[config.mk]
export PLATFORM = sky130hd
export DESIGN_NAME = data_bus_arbiter
export DESIGN_NICKNAME = d
export VERILOG_FILES = /design/src/rtl/data_bus_arbiter_pkg.sv /design/src/rtl/data_arb_watchdog.sv /design/src/rtl/data_bus_arbiter.sv
export SDC_FILE = /design/constraint.sdc
export NUM_CORES = 1
export LEC_CHECK = 0
export ABC_AREA = 1
export CAP_MARGIN = 10
export CORE_AREA = 2 2 124 126
export CTS_CLUSTER_DIAMETER = 200
export CTS_CLUSTER_SIZE = 10
export DETAILED_ROUTE_END_ITERATION = 8
export DIE_AREA = 0 0 126 128
export GPL_ROUTABILITY_DRIVEN = 0
export PLACE_DENSITY = 0.65
export SLEW_MARGIN = 20
export SYNTH_ARGS = -nofsm -noshare
export SYNTH_HDL_FRONTEND = slang
export SYNTH_HIERARCHICAL = 1
export SYNTH_SLANG_ARGS = --single-unit
[constraint.sdc]
create_clock -name clk -period 1.9 [get_ports clk]
set_clock_uncertainty 0.1 [all_clocks]
set_input_delay 0.38 -clock clk [delete_from_list [all_inputs] [get_ports clk]]
set_output_delay 0.38 -clock clk [all_outputs]
set_load 0.1 [all_outputs]
[src/rtl/data_bus_arbiter_pkg.sv]
// Shared types and constants for the two-master data-memory arbiter.
// Imported by the top level and by its read watchdog.
package data_bus_arbiter_pkg;

    localparam int ADDR_W_DEF  = 32;
    localparam int DATA_W_DEF  = 32;
    localparam int BE_W_DEF    = 4;
    localparam int TIMEOUT_DEF = 255;

    typedef enum logic {
        ARB_IDLE      = 1'b0,
        ARB_READ_WAIT = 1'b1
    } arb_state_e;

    // A disabled watchdog (timeout 0) still gets a 1-bit counter so no zero-width vectors appear.
    function automatic int wd_cnt_width(input int timeout);
        return (timeout > 0) ? $clog2(timeout + 1) : 1;
    endfunction

endpackage

[src/rtl/data_arb_watchdog.sv]
// Read watchdog: counts READ_WAIT cycles without rvalid.
// It flags expiry when the last allowed cycle is reached.
module data_arb_watchdog
    import data_bus_arbiter_pkg::*;
#(
    parameter int TIMEOUT_CYC = TIMEOUT_DEF
) (
    input  logic clk,
    input  logic rst_n,
    input  logic clear,
    input  logic run,
    output logic expire
);

    localparam int CNT_W = wd_cnt_width(TIMEOUT_CYC);
    localparam logic [CNT_W-1:0] LAST = CNT_W'((TIMEOUT_CYC > 0) ? TIMEOUT_CYC - 1 : 0);
    localparam logic [CNT_W-1:0] MAX  = '1;

    logic [CNT_W-1:0] wd_cnt;

    // The counter saturates instead of wrapping, so a stalled read can never re-arm the compare.
    always_ff @(posedge clk or negedge rst_n) begin
        if (!rst_n) begin
            wd_cnt <= '0;
        end else if (clear) begin
            wd_cnt <= '0;
        end else if (run && (wd_cnt != MAX)) begin
            wd_cnt <= wd_cnt + CNT_W'(1);
        end
    end

    assign expire = (TIMEOUT_CYC != 0) && run && (wd_cnt == LAST);

endmodule

[src/rtl/data_bus_arbiter.sv]
// Round-robin arbiter sharing one data-memory port between the core MEM stage (m0)
// and a debug/DMA master (m1), with a single outstanding read and a read watchdog.
module data_bus_arbiter
    import data_bus_arbiter_pkg::*;
#(
    parameter int ADDR_W      = ADDR_W_DEF,
    parameter int DATA_W      = DATA_W_DEF,
    parameter int BE_W        = BE_W_DEF,
    parameter int TIMEOUT_CYC = TIMEOUT_DEF
) (
    input  logic              clk,
    input  logic              rst_n,

    input  logic              m0_req_i,
    input  logic              m0_wr_i,
    input  logic [ADDR_W-1:0] m0_addr_i,
    input  logic [DATA_W-1:0] m0_wdata_i,
    input  logic [BE_W-1:0]   m0_be_i,
    output logic              m0_gnt_o,
    output logic              m0_rvalid_o,
    output logic [DATA_W-1:0] m0_rdata_o,

    input  logic              m1_req_i,
    input  logic              m1_wr_i,
    input  logic [ADDR_W-1:0] m1_addr_i,
    input  logic [DATA_W-1:0] m1_wdata_i,
    input  logic [BE_W-1:0]   m1_be_i,
    output logic              m1_gnt_o,
    output logic              m1_rvalid_o,
    output logic [DATA_W-1:0] m1_rdata_o,

    output logic              s_req_o,
    output logic              s_wr_o,
    output logic [ADDR_W-1:0] s_addr_o,
    output logic [DATA_W-1:0] s_wdata_o,
    output logic [BE_W-1:0]   s_be_o,
    input  logic              s_gnt_i,
    input  logic              s_rvalid_i,
    input  logic [DATA_W-1:0] s_rdata_i,

    output logic              timeout_o
);

    arb_state_e state, next_state;
    logic       rr_ptr;
    logic       lock;
    logic       lock_sel;
    logic       owner;
    logic       sel;
    logic       handshake;
    logic       abort;

    // A stalled request keeps its master selected so memory never sees the request change under it.
    always_comb begin
        sel = rr_ptr;
        if (lock) begin
            sel = lock_sel;
        end else if (m0_req_i && !m1_req_i) begin
            sel = 1'b0;
        end else if (m1_req_i && !m0_req_i) begin
            sel = 1'b1;
        end
    end

    assign s_wr_o    = sel ? m1_wr_i    : m0_wr_i;
    assign s_addr_o  = sel ? m1_addr_i  : m0_addr_i;
    assign s_wdata_o = sel ? m1_wdata_i : m0_wdata_i;
    assign s_be_o    = sel ? m1_be_i    : m0_be_i;

    assign handshake = s_req_o & s_gnt_i;

    data_arb_watchdog #(
        .TIMEOUT_CYC (TIMEOUT_CYC)
    ) u_watchdog (
        .clk    (clk),
        .rst_n  (rst_n),
        .clear  (handshake),
        .run    ((state == ARB_READ_WAIT) && !s_rvalid_i),
        .expire (abort)
    );

    always_ff @(posedge clk or negedge rst_n) begin
        if (!rst_n) begin
            state <= ARB_IDLE;
        end else begin
            state <= next_state;
        end
    end

    always_comb begin
        next_state = state;
        case (state)
            ARB_IDLE: begin
                if (handshake && !s_wr_o) begin
                    next_state = ARB_READ_WAIT;
                end
            end
            ARB_READ_WAIT: begin
                if (s_rvalid_i || abort) begin
                    next_state = ARB_IDLE;
                end
            end
            default: next_state = ARB_IDLE;
        endcase
    end

    // A watchdog abort returns zero data; otherwise the memory data is passed to both masters.
    always_comb begin
        s_req_o     = 1'b0;
        m0_gnt_o    = 1'b0;
        m1_gnt_o    = 1'b0;
        m0_rvalid_o = 1'b0;
        m1_rvalid_o = 1'b0;
        m0_rdata_o  = abort ? '0 : s_rdata_i;
        m1_rdata_o  = abort ? '0 : s_rdata_i;
        case (state)
            ARB_IDLE: begin
                s_req_o  = sel ? m1_req_i : m0_req_i;
                m0_gnt_o = s_gnt_i & s_req_o & !sel;
                m1_gnt_o = s_gnt_i & s_req_o & sel;
            end
            ARB_READ_WAIT: begin
                m0_rvalid_o = (s_rvalid_i | abort) & !owner;
                m1_rvalid_o = (s_rvalid_i | abort) & owner;
            end
            default: ;
        endcase
    end

    always_ff @(posedge clk or negedge rst_n) begin
        if (!rst_n) begin
            rr_ptr    <= 1'b0;
            lock      <= 1'b0;
            lock_sel  <= 1'b0;
            owner     <= 1'b0;
            timeout_o <= 1'b0;
        end else begin
            timeout_o <= abort;
            if (handshake) begin
                rr_ptr <= ~sel;
                lock   <= 1'b0;
                if (!s_wr_o) begin
                    owner <= sel;
                end
            end else if (s_req_o) begin
                lock     <= 1'b1;
                lock_sel <= sel;
            end
        end
    end

endmodule
==> reports/metrics.yaml <==
outcome: "finished with violations"
failed_checks: "setup timing"
die_x_um: 126
grt_usage_pct: 15.6
place_ws_ns: -0.560
hold_violations: 0
synth_area_leaders: "nand2_1 41%, dfrtp_1 16%, buf_4 11%"
critical_path_required_ns: 1.42
p_leak_nw: 4.37
worst_skew_pair.late_latency_ns: 0.24
arrival_ns: 1.77
synth.distinct_cells: 25
final_antenna_net_count: 0
portBuffers: 314
grt_pass1_wl_mm: 19.7
final-setup-viol-count: 143
diodes: 0
num_rows: 45
syn_area_per_cell_um2: 5.04
maxSlewViolCount: 0
power.density_mw_per_mm2: 1830
numCtsBuffers: 3
max_freq_mhz: 444
synth_top_area_share_pct: 41.1
crit_top_cell: "nand2_2"
coreArea_mm2: 0.0149
rsz0062_at_grt: "yes"
slew-limit-headroom_pct: 79.9
drt-met1-wl_mm: 5.51
dieArea_mm2: 0.0161
cts_tree: "yes"
yosysWarnings: 6
fin_crit_ns: 2.25
setup_ws_ns: -0.352
rrSetupSlack_ns: -0.02
cts.sinks: 14
ctsHtreeMaxLevel: 1
cts_hold_buffers: 0
avgViaCountPerCell: 4.22
grt_max_degree: 32
area_growth_pct: 307
routed-via-count: 4062
start_kind: "flop"
first_pass_iters: 4
synth-seq-cells: 14
yosys.area.top_type: "nand2_1"
die_h_um: 128
nets: 955
wl_met3_mm: 1.19
worstReg2RegStart: "rr_ptr$_DFFE_PN0P_"
wl_met2_mm: 8.89
cts.clk_slew.worst_paths_ns: 0.04
wirelength_mm: 16.1
crit_chain: "inv_2 -> a21oi_2 -> nand2_2 -> nand2_8 -> buf_12 -> clkbuf_16 -> nand2_2 -> nand2_2 -> buf_12"
critPathLaunch: "rr_ptr$_DFFE_PN0P_"
yosysSeqAreaShare_pct: 15.7
synth_cells: 442
synth_area_mm2: 0.00223
hpwl_mm: 11.6
maxCapViolations: 0
first_iter_violations: 86
endpoint_kind: "primary output"
min_period_over_period_pct: 119
synth_nets: 620
gr-total-overflow: 0
route.detailed.drc: 0
clockBufferDepth: 2
ioPinCount: 315
fin_util_pct: 60.9
avgRoutedWirePerCell_um: 16.7
drive_gt1_share_pct: 55.0
path_class: "flop to primary output"
hp-class: "input port to asynchronous set/reset pin"
antenna_found_initial: 0
cp_max_fo: 7
worstMarginPinSlew_ns: 0.302
ir_drop_mv: 1.48
crit_path_top_delay_cell: "dfrtp_1"
max_stage_delay_ns: 0.36
clock-root-buffer: "clkbuf_16"
rr_endpoint: "u_watchdog/wd_cnt[4]$_DFFE_PN0P_"
grt_pass1_vias: 3753
initial_utilization_pct: 15.0
r2r_cells: 13
highest_layer: "met4"
state kept, by name, summed over array words and instances, names as in the netlist:
signal             count
state                  1
lock_sel               1
u_watchdog/wd_cnt      8
rr_ptr                 1
lock                   1
timeout_o              1
owner                  1
final cells by class:
type                       count  area [um^2]
timing repair inverter         1         11.3
sequential                    14          350
clock buffer                   3         75.1
inverter                      51          214
fill                        1139         5810
timing repair buffer         379         5420
multi-input combinational    327         2740
tap                          188          235
how the worst max path moves through the flow:
stage	end	slack, ns
finish	s_addr_o[8]	-0.35
global route	s_addr_o[8]	-0.40
CTS	m1_rvalid_o	-0.29
detailed placement	m1_rvalid_o	-0.56
global placement	s_wdata_o[28]	-0.52
floorplan	m0_rvalid_o	-0.49
metrics by stage:
step / hold WS, ns / instance area, um^2 / power, mW / TNS [ns] / instances
floorplan: -0.0156 / 3210 / 8.54 / -21.33 / 442
global placement: 0.376 / 7610 / 13.4 / -67.07 / 935
detailed placement: 0.389 / 7610 / 13.4 / -71.67 / 935
CTS: 0.367 / 8000 / 14.5 / -30.36 / 947
global route: 0.387 / 9050 / 17.1 / -46.67 / 963
finish: 0.356 / 9050 / 16.6 / -35.43 / 963
cells by family (layout without fill, tap and decap cells):
family	Yosys count	in the layout	synth area share [%]
buffers and inverters	101	434	23.7
flip-flops	14	14	15.7
adder cells (fa/ha/maj)	2	2	1.12
AO/OA/AOI/OAI	8	8	1.80
AND/OR/NAND/NOR	314	314	56.5
XOR/XNOR	3	3	1.18
synthesized netlist by cell type:
library cell  number
nor3_1             1
xor2_1             3
inv_2              1
nand3_2            2
clkbuf_1           4
nand3_1            8
buf_2             12
nand4_1            2
dfrtp_1           14
nor2_2             1
buf_4             33
clkinv_1           1
nand2_2            3
inv_1             48
o21ai_0            3
clkinv_2           1
buf_6              1
nand2_1          244
o21ai_1            2
nor4_1             1
nor2_4             3
nor2_1            47
a21oi_1            3
ha_1               2
nand2_4            2
routing by layer:
| metal | up-vias | global-route usage (%) |
|---|---|---|
| li1 | 1933 | - |
| met1 | 1865 | 17.1 |
| met2 | 228 | 29.8 |
| met3 | 36 | 4.01 |
| met4 | 0 | 4.07 |
| met5 | - | 0 |
power by group:
part	total (mW)	leakage (nW)	switching (mW)	internal, mW
clock network	0.388	0.0370	0.113	0.275
registers	0.427	0.187	0.0583	0.369
logic	15.8	4.14	9.84	5.92
worst max-delay path: cells and delay by family, from the launching register on:
family	cells	cell delay, ns
flops	1	0.36
compound gates	1	0.14
buf+inv	4	0.58
simple gates	4	0.43
repair_timing:
| item | in CTS | in global routing |
|---|---|---|
| setup buffers | 7 | 5 |
| cloned | 3 | 12 |
| gates resized for setup | 61 | 190 |
| endpoints found under the setup margin | 148 | 146 |
| pin swaps | 22 | 65 |
layout by cell type (no fill, tap or decap), types with 2 or more instances in the layout:
master | synthesis | routed
buf_16 | 0 | 4
o21ai_1 | 2 | 2
buf_12 | 0 | 150
xor2_1 | 3 | 3
o21ai_0 | 3 | 2
nand2_2 | 3 | 26
inv_1 | 48 | 41
nand2_1 | 244 | 90
nor2_1 | 47 | 11
nand2_4 | 2 | 132
nand3_4 | 0 | 2
clkbuf_16 | 0 | 12
buf_6 | 1 | 5
buf_4 | 33 | 35
clkdlybuf4s50_1 | 0 | 172
nor2_4 | 3 | 39
inv_2 | 1 | 6
nand3_1 | 8 | 8
clkinv_2 | 1 | 2
dfrtp_1 | 14 | 14
nand4_1 | 2 | 2
Power figures use the tool's default switching activity.
